### config.mk
export PLATFORM = sky130hd
export DESIGN_NAME = game_sequencer
export DESIGN_NICKNAME = d
export VERILOG_FILES = /design/src/rtl/game_pkg.sv /design/src/rtl/color_select.sv /design/src/rtl/game_sequencer.sv
export SDC_FILE = /design/constraint.sdc
export NUM_CORES = 1
export LEC_CHECK = 0
export CAP_MARGIN = 20
export CORE_ASPECT_RATIO = 1.75
export CORE_UTILIZATION = 44
export DETAILED_ROUTE_END_ITERATION = 16
export PLACE_DENSITY = 0.83
export SYNTH_ARGS = -nofsm -noshare
export SYNTH_HDL_FRONTEND = slang
export SYNTH_SLANG_ARGS = --single-unit
### constraint.sdc
create_clock -name clk -period 5.6 [get_ports clk]
set_clock_uncertainty 0.2 [all_clocks]
set_input_delay 1.12 -clock clk [delete_from_list [all_inputs] [get_ports clk]]
set_output_delay 1.12 -clock clk [all_outputs]
set_load 0.02 [all_outputs]
### src/rtl/game_pkg.sv
// game_pkg: shared state encoding for the game sequencer.
// The 4-bit encodings are visible on state_dbg, so keep them stable.
package game_pkg;

  localparam int STATE_W = 4;

  typedef enum logic [STATE_W-1:0] {
    ST_RESTART    = 4'd0,
    ST_IDLE       = 4'd1,
    ST_BLACK      = 4'd2,
    ST_INIT_UPD   = 4'd3,
    ST_INIT_PLOT  = 4'd4,
    ST_BANNER     = 4'd5,
    ST_WAIT_COLOR = 4'd6,
    ST_WAIT_REL   = 4'd7,
    ST_UPDATE     = 4'd8,
    ST_PLOT       = 4'd9,
    ST_STEPS      = 4'd10,
    ST_CHECK      = 4'd11,
    ST_AI         = 4'd12,
    ST_END        = 4'd13
  } state_t;

endpackage

### src/rtl/color_select.sv
// color_select: picks the lowest-index pressed button and looks up its
// colour code in the packed COLOR_MAP table (index 0 in the LSBs).
module color_select #(
  parameter int NUM_COLORS = 4,
  parameter int COLOR_W    = 3,
  parameter logic [NUM_COLORS*COLOR_W-1:0] COLOR_MAP = {3'b111, 3'b011, 3'b101, 3'b001}
) (
  input  logic [NUM_COLORS-1:0] btn,
  output logic                  valid,
  output logic [COLOR_W-1:0]    code
);

  // Scan from the top down so the lowest asserted index wins.
  always_comb begin
    valid = 1'b0;
    code  = COLOR_MAP[COLOR_W-1:0];
    for (int i = NUM_COLORS - 1; i >= 0; i--) begin
      if (btn[i]) begin
        valid = 1'b1;
        code  = COLOR_MAP[i*COLOR_W +: COLOR_W];
      end
    end
  end

endmodule

### src/rtl/game_sequencer.sv
// game_sequencer: top-level control FSM for the colour game.
// Sequences screen init, banner, step display, win check, optional AI
// turn and player colour entry; counts moves and forces END at MAX_MOVES.
// Optional feature: define GAME_SEQ_AI_EN to enable the AI turn state,
// do_ai and the ai_color path; otherwise CHECK returns straight to
// WAIT_COLOR and the AI inputs are ignored.
module game_sequencer
  import game_pkg::*;
#(
  parameter int NUM_COLORS = 4,
  parameter int COLOR_W    = 3,
  parameter logic [NUM_COLORS*COLOR_W-1:0] COLOR_MAP = {3'b111, 3'b011, 3'b101, 3'b001},
  parameter int MAX_MOVES  = 25
) (
  input  logic                           clk,
  input  logic                           reset,
  input  logic                           start,
  input  logic                           ai_en,
  input  logic [NUM_COLORS-1:0]          btn,
  input  logic                           done_reset,
  input  logic                           done_black,
  input  logic                           done_init_upd,
  input  logic                           done_init_plot,
  input  logic                           done_update,
  input  logic                           done_draw,
  input  logic                           done_banner,
  input  logic                           done_steps,
  input  logic                           done_check,
  input  logic                           game_over,
  input  logic                           ai_done,
  input  logic                           turn_ai,
  input  logic [COLOR_W-1:0]             ai_color,
  output logic                           sig_reset,
  output logic                           black,
  output logic                           init_update,
  output logic                           init_plot,
  output logic                           update,
  output logic                           plot,
  output logic                           plot_banner,
  output logic                           plot_steps,
  output logic                           check,
  output logic                           do_ai,
  output logic                           game_end,
  output logic [COLOR_W-1:0]             color_out,
  output logic [$clog2(MAX_MOVES+1)-1:0] move_count,
  output logic [3:0]                     state_dbg
);

  localparam int MC_W = $clog2(MAX_MOVES + 1);
  localparam logic [MC_W-1:0] MOVE_LIMIT = MC_W'(MAX_MOVES);

  state_t             state_reg, state_next;
  logic               restart_pend_reg, restart_pend_next;
  logic [MC_W-1:0]    move_count_reg, move_count_next;
  logic [COLOR_W-1:0] color_out_reg, color_out_next;
  logic               sel_valid;
  logic [COLOR_W-1:0] sel_code;

  color_select #(
    .NUM_COLORS(NUM_COLORS),
    .COLOR_W   (COLOR_W),
    .COLOR_MAP (COLOR_MAP)
  ) u_color_select (
    .btn  (btn),
    .valid(sel_valid),
    .code (sel_code)
  );

`ifndef GAME_SEQ_AI_EN
  // AI inputs have no function in this build.
  logic unused_ai_inputs;
  assign unused_ai_inputs = ^{ai_en, turn_ai, ai_color, ai_done};
`endif

  // State and datapath registers; reset lands in BANNER with a restart pending.
  always_ff @(posedge clk or negedge reset) begin
    if (!reset) begin
      state_reg        <= ST_BANNER;
      restart_pend_reg <= 1'b1;
      move_count_reg   <= '0;
      color_out_reg    <= COLOR_MAP[COLOR_W-1:0];
    end else begin
      state_reg        <= state_next;
      restart_pend_reg <= restart_pend_next;
      move_count_reg   <= move_count_next;
      color_out_reg    <= color_out_next;
    end
  end

  // Next-state logic; each done input is only looked at in its own state.
  always_comb begin
    state_next        = state_reg;
    restart_pend_next = restart_pend_reg;
    move_count_next   = move_count_reg;
    color_out_next    = color_out_reg;
    case (state_reg)
      ST_RESTART: begin
        move_count_next = '0;
        if (done_reset) state_next = ST_IDLE;
      end
      ST_IDLE:      if (start)          state_next = ST_BLACK;
      ST_BLACK:     if (done_black)     state_next = ST_INIT_UPD;
      ST_INIT_UPD:  if (done_init_upd)  state_next = ST_INIT_PLOT;
      ST_INIT_PLOT: if (done_init_plot) state_next = ST_BANNER;
      ST_BANNER: begin
        if (done_banner) begin
          restart_pend_next = 1'b0;
          if (restart_pend_reg)
            state_next = ST_RESTART;
          else if (game_over || (move_count_reg >= MOVE_LIMIT))
            state_next = ST_END;
          else
            state_next = ST_STEPS;
        end
      end
      ST_WAIT_COLOR: begin
`ifdef GAME_SEQ_AI_EN
        if (ai_en && turn_ai) begin
          color_out_next = ai_color;
          state_next     = ST_UPDATE;
        end else if (sel_valid) begin
          color_out_next = sel_code;
          state_next     = ST_WAIT_REL;
        end
`else
        if (sel_valid) begin
          color_out_next = sel_code;
          state_next     = ST_WAIT_REL;
        end
`endif
      end
      ST_WAIT_REL:  if (btn == '0) state_next = ST_UPDATE;
      ST_UPDATE: begin
        if (done_update) begin
          state_next = ST_PLOT;
          if (move_count_reg < MOVE_LIMIT) move_count_next = move_count_reg + MC_W'(1);
        end
      end
      ST_PLOT:      if (done_draw)  state_next = ST_BANNER;
      ST_STEPS:     if (done_steps) state_next = ST_CHECK;
      ST_CHECK: begin
        if (done_check) begin
`ifdef GAME_SEQ_AI_EN
          state_next = game_over ? ST_BANNER : ST_AI;
`else
          state_next = game_over ? ST_BANNER : ST_WAIT_COLOR;
`endif
        end
      end
      ST_AI: begin
`ifdef GAME_SEQ_AI_EN
        if (ai_done) state_next = ST_WAIT_COLOR;
`else
        state_next = ST_WAIT_COLOR;
`endif
      end
      ST_END:  state_next = ST_END;
      default: state_next = ST_RESTART;
    endcase
  end

  // Output decode: pure function of the current state (and the restart flag in BANNER).
  always_comb begin
    sig_reset   = 1'b0;
    black       = 1'b0;
    init_update = 1'b0;
    init_plot   = 1'b0;
    update      = 1'b0;
    plot        = 1'b0;
    plot_banner = 1'b0;
    plot_steps  = 1'b0;
    check       = 1'b0;
    do_ai       = 1'b0;
    game_end    = 1'b0;
    case (state_reg)
      ST_RESTART:   sig_reset = 1'b1;
      ST_BLACK:     begin black = 1'b1; plot = 1'b1; end
      ST_INIT_UPD:  init_update = 1'b1;
      ST_INIT_PLOT: begin init_plot = 1'b1; plot = 1'b1; end
      ST_UPDATE:    update = 1'b1;
      ST_PLOT:      plot = 1'b1;
      ST_BANNER: begin
        plot_banner = 1'b1;
        plot        = 1'b1;
        game_end    = restart_pend_reg;
      end
      ST_STEPS:     plot_steps = 1'b1;
      ST_CHECK:     check = 1'b1;
`ifdef GAME_SEQ_AI_EN
      ST_AI:        do_ai = 1'b1;
`endif
      ST_END:       game_end = 1'b1;
      default: ;
    endcase
  end

  assign color_out  = color_out_reg;
  assign move_count = move_count_reg;
  assign state_dbg  = state_reg;

endmodule
# ---- After elaboration in Yosys (flattened, before gate mapping)
# Cells that the tools add are included.
# Widths: inputs -> output; s select.
dict set report totals {
  output_inout_bits 23
  in_bits 23
  regBits 13
  wordCells 79
}
dict set report classes {
  n_eq_ne 26
  n_reduce_logical 9
  n_addsub 1
  muxes 37
  order_cmp 2
}
# cell n
set op_table {}
lappend op_table {{$pmux 4 s14} 1}
lappend op_table {{$mux 4} 13}
lappend op_table {{$ne 2x2->1 const B} 13}
lappend op_table {{$eq 4x4->1 const B} 6}
lappend op_table {{$eq 4x3->1 const B} 4}
lappend op_table {{$mux 3} 5}
lappend op_table {{$mux 1} 13}
lappend op_table {{$reduce_and 12->1} 1}
lappend op_table {{$mux 5} 2}
lappend op_table {{$pmux 5 s2} 1}
lappend op_table {{$eq 4x2->1 const B} 2}
lappend op_table {{$logic_not 4->1} 2}
lappend op_table {{$add 5x1->5 const B} 1}
lappend op_table {{$ge 5x5->1 const B} 1}
lappend op_table {{$lt 5x5->1 const B} 1}
lappend op_table {{$eq 4x1->1 const B} 1}
lappend op_table {{$reduce_and 2->1} 2}
lappend op_table {{$reduce_or 4->1} 1}
lappend op_table {{$reduce_and 3->1} 1}
lappend op_table {{$mux 2} 1}
lappend op_table {{$pmux 1 s2} 1}
lappend op_table {{$reduce_bool 2->1} 1}
lappend op_table {{$logic_or 1x1->1} 1}

# ---- Depth between registers and ports, before layout
# Gate-level depths: netlist of the first run.
dict set report depth {
  ltp_word 6
  ltp_mapped 7
  ltp_nobuf 7
}

# ---- By module
# From an unflattened synthesis of the first run, not the netlist that was laid out.
dict set report hier_totals {
  hier_cells 122
  area_unflattened_um2 1027.2
}
# mod area_per_inst_um2 seq_area_each_um2 cells_per_inst instances
set by_module_without_submodules {}
lappend by_module_without_submodules {game_sequencer 980.9 330.3 113 1}
lappend by_module_without_submodules {color_select 46.3 0.0 9 1}

# ---- Worst setup path after synthesis of the first run
# OpenSTA, ideal clock, no wires.
dict set report synth_timing {
  kind {register -> output}
  start {reg state_reg[1], in the netlist state_dbg[1]}
  end {out sig_reset}
  path_buffers 2
  setup_slack_ps 2494
  stages_incl_launch_ff 4
  arrival_time_ps 1786
  required_time_ps 4280
  path_cell_list {dfrtp_1 -> buf_2 -> clkbuf_1 -> nor4_1}
}
dict set report synth_between {
  elab_chain_len 2
}
# element line
set synth_rtl {}
lappend synth_rtl {{from (decl)} game_sequencer.sv:52} ;# state_t state_reg, state_next;
lappend synth_rtl {{from (signal assigned)} game_sequencer.sv:83} ;# state_reg <= state_next;
lappend synth_rtl {{$logic_not 4->1} game_sequencer.sv:175} ;# case (state_reg)
lappend synth_rtl {{$mux 1} game_sequencer.sv:175}
lappend synth_rtl {{to (decl)} game_sequencer.sv:33} ;# output logic sig_reset,
# No other way between the ends.

# ---- Worst setup path after layout of the first run
dict set report layout_timing {
  start {reg state_reg[3], in the netlist state_dbg[3]}
  end {out plot}
}
dict set report layout_between {
  elab_chain_len 3
  elab_cells_between_ends 6
  classes_between {eq/ne (4); mux (1); reduce/logical (1)}
}
# element line
set layout_rtl {}
lappend layout_rtl {{$eq 4x4->1 (tied with other cells)} game_sequencer.sv:175}
lappend layout_rtl {{$reduce_or 4->1 (no source line) (*)} --}
lappend layout_rtl {{$mux 1 (*)} game_sequencer.sv:175}
lappend layout_rtl {{to (decl)} game_sequencer.sv:38} ;# output logic plot,
# Mark *: on every way between the ends. The rest lies on a longest branch, timed or not.

==> impl_metrics.env, run 1 <==
export IMPL_powerDensity_nw_per_um2=473
export IMPL_period_needed_ps=3660
export IMPL_dieWidth_um=38.2
export IMPL_hold_worst_slack_ps=298
export IMPL_worst_slew_pin_slew_ps=699
export IMPL_synth_edf_count=0
export IMPL_maxCapViolations=0
export IMPL_critPathMaxFanout=21
export IMPL_yosysWarnings=0
export IMPL_dieHeight_um=65.4
export IMPL_clockBufferDepth=2
export IMPL_antenna_found_initial=0
export IMPL_arrival_ps=2340
export IMPL_fill_cells=199
export IMPL_placed_area_um2=1340
export IMPL_finalSetupViolations=0
export IMPL_synth_area_um2=1010
export IMPL_fp_dieArea_um2=2500
export IMPL_slew_viol_final=0
export IMPL_ctsHoldBuffers=0
export IMPL_grt_use_total_pct=21.6
export IMPL_grt_pass1_wl_mm=4.00
export IMPL_clock_latency_ps=270
export IMPL_drive_above_1_share_pct=11.0
export IMPL_synth_top_area_share_pct=22.3
export IMPL_avgSynthCellArea_um2=8.64
export IMPL_outcome="finished, final reports clean"
export IMPL_ys_types=42
export IMPL_ios=46
export IMPL_syn_nets=142
export IMPL_cp_required_ps=4280
export IMPL_min_period_over_period_pct=65.4
export IMPL_cts_setup_buffers=0
export IMPL_layout_commonest_cell="clkdlybuf4s50_1"
export IMPL_cts_resized=0
export IMPL_grt_max_degree=24
export IMPL_cts_sinks=12
export IMPL_diodes=0
export IMPL_finalHoldViolations=0
export IMPL_htreeDepth=1
export IMPL_clk_pin_slew_ps=70
export IMPL_dpl_hpwl_mm=1.86
export IMPL_grt_pass1_vias=972
export IMPL_port_buffers=37
export IMPL_synth_ff_type="dfrtp_1"
export IMPL_start_util_pct=47.7
export IMPL_multiInputGateArea_um2=612
export IMPL_drc=0
export IMPL_ys_ff_latch=12
export IMPL_cp_end_kind="primary output"
export IMPL_rsz0062_at_grt="no"
export IMPL_core_um2=2120
export IMPL_area_growth_pct=34.7
export IMPL_area_sequential_um2=304
export IMPL_wl_per_cell_um=14.8
export IMPL_worstHoldPathType="reg2reg"
export IMPL_synth_largest_area_cell="dfrtp_1"
export IMPL_wl_mm=2.52
export IMPL_final_cell_area_um2=1360
export IMPL_num_rows=22
export IMPL_fin_nets=172
export IMPL_largest_register_ffs=5
export IMPL_cts_root_buf="clkbuf_4"
export IMPL_syn_inst=117
export IMPL_cts_tree="done"
export IMPL_ys_top_cells_by_area="dfrtp_1 22%, dfstp_2 7.8%, nor2_1 4.8%"
export IMPL_numCtsBuffers=3
export IMPL_dr_pass1_iters=4
export IMPL_max_freq_ghz=0.273
export IMPL_place_congestion=0.809
export IMPL_crit_type="reg2out"
export IMPL_layout_common_cells="37 x clkdlybuf4s50_1, 13 x nor2_1, 9 x dfrtp_1"
export IMPL_grt_ovfl_total=0
export IMPL_setup_tns_ps=0
export IMPL_vias=993
export IMPL_ir_drop_uv=310
export IMPL_drt_iter0_markers=34
export IMPL_async_flop_share_pct=100
export IMPL_relSlewSlack_pct=53.4
export IMPL_drtAntennaViolNets=0
export IMPL_power_leakage_nw=0.505
export IMPL_synth_yosys_seq_area_share_pct=30.1
export IMPL_startpoint_type="flip-flop"
export IMPL_viasPerCell=5.84
-- report_power, final --
group	internal [mW]	switching [mW]
logic	0.197	0.192
registers	0.118	0.0830
clock network	0.0276	0.0274
-- metal layers --
| metal | vias up | part of all wire (%) | GRT usage, % |
|---|---|---|---|
| li1 | 474 | - | - |
| met1 | 477 | 39 | 24.4 |
| met2 | 36 | 55 | 38.6 |
| met3 | 6 | 4.8 | 2.36 |
| met4 | 0 | 1.7 | 8.93 |
| met5 | - | 0 | 0 |
-- critical path, cell delays in order, from the launching register on --
cell	delay [ps]
dfrtp_1	800
nand2b_1	400
o21ai_0	160
a21o_1	190
clkdlybuf4s50_1	520
-- path summary, 6_finish.rpt --
path | start | end | slack, ps | depth (start not counted)
worst min-delay path | color_out[1]$_DFFE_PN0P_ | color_out[1]$_DFFE_PN0P_ | 300 | 1
worst min register to register | color_out[1]$_DFFE_PN0P_ | color_out[1]$_DFFE_PN0P_ | 300 | 1
min in group asynchronous | reset | move_count[2]$_DFFE_PN0P_ | 990 | 1
worst max-delay path | state_dbg[3]$_DFFE_PN0P_ | plot | 1940 | 4
max in group asynchronous | reset | restart_pend_reg$_DFFE_PN1P_ | 3830 | 1
worst max register to register | state_dbg[3]$_DFFE_PN0P_ | state_dbg[3]$_DFFE_PN0P_ | 3050 | 5
-- Yosys cell counts (all sizes together), types with 3 or more instances --
library cell and count:
a21oi 7, a31oi 3, buf 10, dfrtp 9
dfstp 3, inv 5, mux2 4, nand2 6
nand2b 6, nor2 13, nor3 7, nor3b 4
nor4 3, o21ai 6, xnor2 3
-- per-stage QoR --
step / total power [mW] / worst slack (ps) / std cells / util [%]
after floorplan: 0.468 / 2490 / 117 / -
after global placement: 0.579 / 2290 / 166 / 63.0
after detailed placement: 0.589 / 2250 / 166 / 63.0
after CTS: 0.648 / 1940 / 170 / 64.2
after global routing: 0.686 / 1850 / 170 / 64.2
final: 0.644 / 1940 / 170 / 64.2
-- final cells by class --
class | count | share of cell area [%]
multi-input combinational | 88 | 44.9
inverter | 5 | 1.38
timing repair buffer | 37 | 27.2
tap | 24 | 2.21
clock buffer | 4 | 1.93
sequential | 12 | 22.3
-- kinds of logic after synthesis --
family | after synthesis | share of synthesized area [%]
and+or+nand+nor | 45 | 25.9
DFF | 12 | 30.1
xor gates and xnor gates | 3 | 2.60
adders and majority gates | 2 | 2.47
muxes | 6 | 7.67
other | 2 | 0.743
AOI/OAI and AO/OA | 30 | 21.2
buffers and inverters | 17 | 9.41
Note: power is estimated with default switching activity, not from simulation.
==> run 2: changes to the inputs <==
- CORE_UTILIZATION: 44 -> 37
- PLACE_DENSITY: 0.83 -> 0.75
- clock period: 5.6 -> 3.1 ns (I/O delays scaled with it)
==> run 2 against run 1 <==
Sequential share of layout area fell by 0.81 points. Non-clock buffer count rose by 4. Utilization fell by 8.9 points. Combinational power rose by 100%. Hold slack improved by 7.2 ps. Register-to-register slack got worse by 2300 ps. Worst setup slack got worse by 1800 ps. Clock power rose to 2.7 times the previous value. Via count rose by 2.4%.
==> impl_metrics.env, run 2 (synthesis gave the netlist of run 1 again) <==
export IMPL_outcome="finished, final reports clean"
export IMPL_fin_nets=176
export IMPL_period_needed_ps=2910
export IMPL_ir_drop_uv=370
export IMPL_final_cell_area_um2=1410
export IMPL_relSlewSlack_pct=61.6
export IMPL_finalSetupViolations=0
export IMPL_dr_pass1_iters=4
export IMPL_powerDensity_nw_per_um2=881
export IMPL_cpPeakStageDelay_ps=730
export IMPL_grt_max_degree=20
export IMPL_grt_ovfl_total=0
export IMPL_grt_use_total_pct=18.1
export IMPL_area_growth_pct=39.7
export IMPL_layout_commonest_cell="clkdlybuf4s50_1"
export IMPL_hold_worst_slack_ps=305
export IMPL_clock_latency_ps=240
export IMPL_drt_iter0_markers=13
export IMPL_fin_util_pct=55.3
export IMPL_clk_pin_slew_ps=50
export IMPL_port_buffers=37
export IMPL_worstHoldPathType="reg2reg"
export IMPL_worst_slew_pin_slew_ps=575
export IMPL_cts_tree="done"
export IMPL_min_period_over_period_pct=94.0
export IMPL_numCtsBuffers=3
export IMPL_antenna_found_initial=0
export IMPL_dieWidth_um=41.5
export IMPL_critPathMaxFanout=19
export IMPL_cts_sinks=12
export IMPL_fp_dieArea_um2=2950
export IMPL_grt_pass1_vias=971
export IMPL_worst_path_buf_inv=1
export IMPL_dpl_hpwl_mm=1.97
export IMPL_power_leakage_nw=0.533
export IMPL_cts_resized=0
export IMPL_setup_tns_ps=0
export IMPL_arrival_ps=2090
export IMPL_cp_slowest_cell="dfstp_2"
export IMPL_startpoint_type="flip-flop"
export IMPL_viasPerCell=5.78
export IMPL_vias=1017
export IMPL_largest_register_ffs=5
export IMPL_start_util_pct=39.6
export IMPL_wl_per_cell_um=14.5
export IMPL_num_rows=24
export IMPL_clockBufferDepth=2
export IMPL_drive_above_1_share_pct=13.3
export IMPL_drtAntennaViolNets=0
export IMPL_grt_pass1_wl_mm=4.17
export IMPL_wl_mm=2.56
export IMPL_cp_required_ps=2280
export IMPL_max_freq_ghz=0.343
export IMPL_worstPathCellList="nand2b_1 > o21ai_0 > a21o_1 > clkdlybuf4s50_1"
export IMPL_place_congestion=0.777
export IMPL_dieHeight_um=71.2
export IMPL_cp_end_kind="primary output"
export IMPL_core_um2=2550
export IMPL_crit_type="reg2out"
export IMPL_placed_area_um2=1370
export IMPL_rsz0062_at_grt="no"
export IMPL_htreeDepth=1
export IMPL_layout_common_cells="37 x clkdlybuf4s50_1, 13 x nor2_1, 9 x dfrtp_1"
export IMPL_finalHoldViolations=0
export IMPL_cts_setup_buffers=0
export IMPL_drc=0
export IMPL_ctsHoldBuffers=0
export IMPL_fill_cells=241
export IMPL_ios=46
export IMPL_diodes=0
export IMPL_cts_root_buf="clkbuf_8"
export IMPL_path_delay_family="flip-flops"
export IMPL_slew_viol_final=0
export IMPL_maxCapViolations=0
## run 2: cell count changes in the layout (fill, tap and decap cells not counted)
| cell | before | now |
|---|---|---|
| buf_4 | 0 | 4 |
| clkbuf_4 | 3 | 0 |
| clkbuf_8 | 0 | 3 |
## run 2: worst reg2reg max path, stage by stage (launching register included)
cell	delay (ps)
dfstp_2	730
nand2b_2	290
o32a_2	170
o22ai_2	90
nor4_4	410
mux2_1	370
## run 2: routing by layer
metal	part of all wire [%]	track usage [%]	vias to the layer above
li1	-	-	482
met3	4.5	2.30	8
met1	38	18.4	490
met2	54	33.5	37
met4	3.8	11.1	0
met5	0	0	-
## run 2: layout make-up
class,count,area [µm²],area share [%]
Sequential cell,12,304,21.5
Multi-Input combinational cell,88,612,43.3
Inverter,5,18.8,1.33
Tap cell,26,32.5,2.30
Timing Repair Buffer,41,400,28.3
Clock buffer,4,45.0,3.19
## run 2: final timing paths
kind | from | to | slack (ps) | depth (start not counted)
max | state_dbg[2]$_DFFE_PN1P_ | plot | 190 | 4
min | color_out[1]$_DFFE_PN0P_ | color_out[1]$_DFFE_PN0P_ | 300 | 1
max reg2reg | state_dbg[2]$_DFFE_PN1P_ | state_dbg[1]$_DFFE_PN0P_ | 730 | 5
min reg2reg | color_out[1]$_DFFE_PN0P_ | color_out[1]$_DFFE_PN0P_ | 300 | 1
max in group asynchronous | reset | state_dbg[0]$_DFFE_PN1P_ | 1770 | 1
min in group asynchronous | reset | move_count[4]$_DFFE_PN0P_ | 550 | 1
## run 2: where the power goes
part,internal (mW),total [mW],switching [mW]
combinational,0.385,0.791,0.407
clock,0.0905,0.146,0.0557
sequential,0.213,0.306,0.0938
## run 2: per-stage QoR
stage	total power [mW]	instances	setup slack, ps
CTS	1.25	176	182
global route	1.32	176	67.3
finish	1.24	176	187
detailed placement	1.10	172	358
global placement	1.08	172	414
floorplan	0.846	117	494
==> run 3: changes to the inputs <==
- CTS_CLUSTER_DIAMETER: not set -> 30
==> results of run 3 <==
Final layout, timing and power as in run 2 (identical DEF).
